### src/rtl/pwm_capture.sv
// PWM period / high-time capture: measures an asynchronous PWM input in clk cycles,
// reporting each complete period with a one-cycle valid, and flagging a lost signal.
module pwm_capture #(
  parameter int unsigned CNT_W = 16
) (
  input  logic             clk,
  input  logic             rst,
  input  logic             en,
  input  logic             pwm_in,
  output logic [CNT_W-1:0] period_cnt,
  output logic [CNT_W-1:0] high_cnt,
  output logic             valid,
  output logic             timeout,
  output logic             stuck_level
);

  localparam logic [CNT_W-1:0] CNT_ONE  = CNT_W'(1);
  // Last value a counter may hold; the next increment would saturate it.
  localparam logic [CNT_W-1:0] CNT_LAST = {CNT_W{1'b1}} - CNT_ONE;

  typedef enum logic [1:0] {
    IDLE = 2'd0,
    HIGH = 2'd1,
    LOW  = 2'd2
  } state_t;

  state_t           state_q, state_d;
  logic             sync1_q, sync1_d;
  logic             pwm_s_q, pwm_s_d;
  logic             pwm_d_q, pwm_d_d;
  logic             rise_q, rise_d;
  logic [CNT_W-1:0] per_q, per_d;
  logic [CNT_W-1:0] hi_q, hi_d;
  logic [CNT_W-1:0] period_cnt_q, period_cnt_d;
  logic [CNT_W-1:0] high_cnt_q, high_cnt_d;
  logic             valid_q, valid_d;
  logic             timeout_q, timeout_d;
  logic             stuck_level_q, stuck_level_d;

  assign period_cnt  = period_cnt_q;
  assign high_cnt    = high_cnt_q;
  assign valid       = valid_q;
  assign timeout     = timeout_q;
  assign stuck_level = stuck_level_q;

  // Next-state: synchronizer, registered edge detect, measurement FSM and result registers.
  // pwm_d_q is the level aligned with rise_q, so the FSM counts phases on that copy.
  always_comb begin
    sync1_d       = pwm_in;
    pwm_s_d       = sync1_q;
    pwm_d_d       = pwm_s_q;
    rise_d        = pwm_s_q & ~pwm_d_q;
    state_d       = state_q;
    per_d         = per_q;
    hi_d          = hi_q;
    period_cnt_d  = period_cnt_q;
    high_cnt_d    = high_cnt_q;
    valid_d       = 1'b0;
    timeout_d     = timeout_q;
    stuck_level_d = stuck_level_q;

    if (!en) begin
      state_d = IDLE;
    end else begin
      unique case (state_q)
        IDLE: begin
          if (rise_q) begin
            state_d = HIGH;
            per_d   = CNT_ONE;
            hi_d    = CNT_ONE;
          end
        end
        HIGH: begin
          if (per_q == CNT_LAST) begin
            state_d       = IDLE;
            timeout_d     = 1'b1;
            stuck_level_d = pwm_s_q;
          end else if (pwm_d_q) begin
            per_d = per_q + CNT_ONE;
            hi_d  = hi_q + CNT_ONE;
          end else begin
            per_d   = per_q + CNT_ONE;
            state_d = LOW;
          end
        end
        LOW: begin
          if (rise_q) begin
            period_cnt_d = per_q;
            high_cnt_d   = hi_q;
            valid_d      = 1'b1;
            timeout_d    = 1'b0;
            per_d        = CNT_ONE;
            hi_d         = CNT_ONE;
            state_d      = HIGH;
          end else if (per_q == CNT_LAST) begin
            state_d       = IDLE;
            timeout_d     = 1'b1;
            stuck_level_d = pwm_s_q;
          end else begin
            per_d = per_q + CNT_ONE;
          end
        end
        default: state_d = IDLE;
      endcase
    end
  end

  // State and output registers, cleared asynchronously by rst.
  always_ff @(posedge clk or posedge rst) begin
    if (rst) begin
      state_q       <= IDLE;
      sync1_q       <= 1'b0;
      pwm_s_q       <= 1'b0;
      pwm_d_q       <= 1'b0;
      rise_q        <= 1'b0;
      per_q         <= '0;
      hi_q          <= '0;
      period_cnt_q  <= '0;
      high_cnt_q    <= '0;
      valid_q       <= 1'b0;
      timeout_q     <= 1'b0;
      stuck_level_q <= 1'b0;
    end else begin
      state_q       <= state_d;
      sync1_q       <= sync1_d;
      pwm_s_q       <= pwm_s_d;
      pwm_d_q       <= pwm_d_d;
      rise_q        <= rise_d;
      per_q         <= per_d;
      hi_q          <= hi_d;
      period_cnt_q  <= period_cnt_d;
      high_cnt_q    <= high_cnt_d;
      valid_q       <= valid_d;
      timeout_q     <= timeout_d;
      stuck_level_q <= stuck_level_d;
    end
  end

endmodule

### config.mk
export PLATFORM = sky130hd
export DESIGN_NAME = pwm_capture
export DESIGN_NICKNAME = d
export VERILOG_FILES = /design/src/rtl/pwm_capture.sv
export SDC_FILE = /design/constraint.sdc
export NUM_CORES = 1
export LEC_CHECK = 0
export BUFFER_PORTS_ARGS = -buffer_cell sky130_fd_sc_hd__buf_2
export CAP_MARGIN = 20
export CORE_MARGIN = 1
export CORE_UTILIZATION = 58
export DETAILED_ROUTE_END_ITERATION = 16
export PLACE_DENSITY_LB_ADDON = 0.2
export SYNTH_ARGS = -nofsm -noshare
export SYNTH_HDL_FRONTEND = slang
export SYNTH_SLANG_ARGS = --single-unit
### constraint.sdc
create_clock -name clk -period 2.8 [get_ports clk]
set_input_delay 0.42 -clock clk [delete_from_list [all_inputs] [get_ports clk]]
set_output_delay 0.42 -clock clk [all_outputs]
set_load 0.005 [all_outputs]
==> metrics.cfg <==
[timing]
skew_ps=8.54
tightestPinTransition_ps=841
final.min_clock_period_ps=2220
slew-limit-headroom=0.435
setup_viol=0
layout_setup_ws_ps=578
fmax_mhz=450
finalSetupTns_ps=0
slew_viol_final=0
rsz0062_at_grt=no
whs_ps=194
period_share=0.794
finalHoldViolCount=0

[min_path]
hold_path_class=in2reg
worstHoldEndpoint=pwm_s_d
min-delay-start=pwm_in
min_path_cells=1

[power_and_ir_drop]
vdd_drop_max_mv=0.420
p_leak_nw=1.91
powerDensity_mw_per_mm2=574

[yosys]
syn_area_per_cell_um2=11.2
yosys.area.top_type_share=0.531
yosysSeqAreaShare=0.531
synthCells=306
async_reset_ff_frac=1.00
synth-edff-count=0
netlist_top_cells_count=73 x dfrtp_1, 30 x mux2_2, 27 x nor2_1
synth_fp_nets=317
netlist_top_cells_area=dfrtp_1 53%, mux2_2 9.8%, nor2_1 2.9%, o21ai_0 2.9%, ha_1 2.5%
yosysMostFrequentCell=dfrtp_1
synthDistinctLibCells=49
ys.flop_type=dfrtp_1
syn_area_mm2=0.00344
synth_area_leader_cell=dfrtp_1
ys_warn_count=0
synth-seq-cells=73

[critical_path]
critPathLaunchType=register
rr_startpoint=per_q[0]
crit_required_ps=3020
r2r_setup_slack_ps=580
r2r_end=hi_q[8]
worst_ep_arrival_time_ps=2450
crit_fanout=21
cp-end-kind=register
worst-r2r-cell-count=7
worstSetupPathType=reg2reg

[cts]
cts-root-buf=clkbuf_8
cts-buffers-inserted=9
htreeDepth=3
clock_sinks=73
cts_hold_buf=0
postCtsSetupBuffers=0
tritoncts=done
clkTransAtPathRegs_ps=70
cts_resized=0
clk_latency_ps=340
cts_max_path_buffers=2

[finish]
syn_to_final_growth_pct=13.7
drive_gt1_frac=0.294
nets=360
diodes=0

[routing]
via_per_inst=5.93
drc=0
drt_iter0_markers=245
drt_pre_antenna_iters=4
wl_per_cell_um=15.5
wl_mm=6.60
final_antenna_net_count=0
via_count=2527

[global_route]
grt_start_max_net_pins=41
antenna_found_initial=0
grtUsageTotal=0.239
grt_overflow=0
grt_pass1_wl_mm=11.4
grt_pass1_vias=2403

[placed_design]
gp_congestion=0.837
hpwl_mm=4.43
numPortBuffers=38
dpl_worst_slack_ps=592

[floorplanning]
core_mm2=0.00561
dieArea_mm2=0.00624
die_w_um=79.0
die_h_um=79.0
num_rows=27
initial_core_util=0.613
ioPinCount=39

[outcome]
outcome=completed

[flow_run]
drv_cap=0

[sequential cells by signal, summed over array words and instances (netlist names), 2 cells and up]
register,flops
hi_q,16
high_cnt,16
per_q,16
period_cnt,16
state_q,2
[metal layers]
layer	wire length, um	track usage
met2	2880	0.352
met1	3310	0.349
met5	0	0
met3	291	0.0437
met4	110	0.0982
[where the power goes]
part / internal, mW / switching, mW
clock network: 0.547 / 0.383
logic: 0.0730 / 0.105
registers: 1.09 / 0.0462
total: 1.71 / 0.535
[metrics by stage]
step	total power, mW	cells	cell area [um^2]	utilization
global placement	1.33	410	3680	0.657
detailed placement	1.33	410	3680	0.657
floorplan	1.29	306	3440	-
finish	2.24	426	3910	0.697
global route	2.33	426	3910	0.697
CTS	2.26	426	3910	0.697
[area by class of cell]
type	count	area [um^2]
well taps	72	90.1
repair buffers	43	240
clock buffers	11	151
fillers	461	1700
multi-input cells	214	1500
clock inverters	5	77.6
inverters	8	30.0
flip-flops and latches	73	1830
[cells by family (layout without fill, tap and decap cells)]
kind of cell | after synthesis | count (layout) | share of synthesized area
fa+ha+maj | 7 | 7 | 0.0255
compound gates | 56 | 56 | 0.102
mux | 32 | 32 | 0.108
xor+xnor | 11 | 11 | 0.0280
buf+inv | 19 | 67 | 0.0342
simple gates | 108 | 108 | 0.171
flops | 73 | 73 | 0.531
[cell usage in the layout (no fill, tap or decap), drive strengths merged, types with 9 or more instances in the layout]
master / n
o31ai: 11
nor2: 28
clkbuf: 11
xnor2: 9
nand3: 15
o21ai: 21
nand2: 20
buf: 43
dfrtp: 73
mux2: 30
nand4: 11
[how the worst max path moves through the flow]
stage,start,end
floorplan,rst,hi_q[0]
global placement,per_q[0],hi_q[8]
detailed placement,per_q[0],hi_q[7]
CTS,per_q[0],hi_q[7]
global route,state_q[0],per_q[12]
finish,per_q[0],hi_q[8]
[critical path: stages (launching register included)]
cell	delay (ps)
dfrtp_1	400
inv_1	80
ha_1	210
nand4_1	160
nor4_4	60
o22a_2	340
or2b_2	460
o41ai_1	390
(Power assumes the default switching activity.)
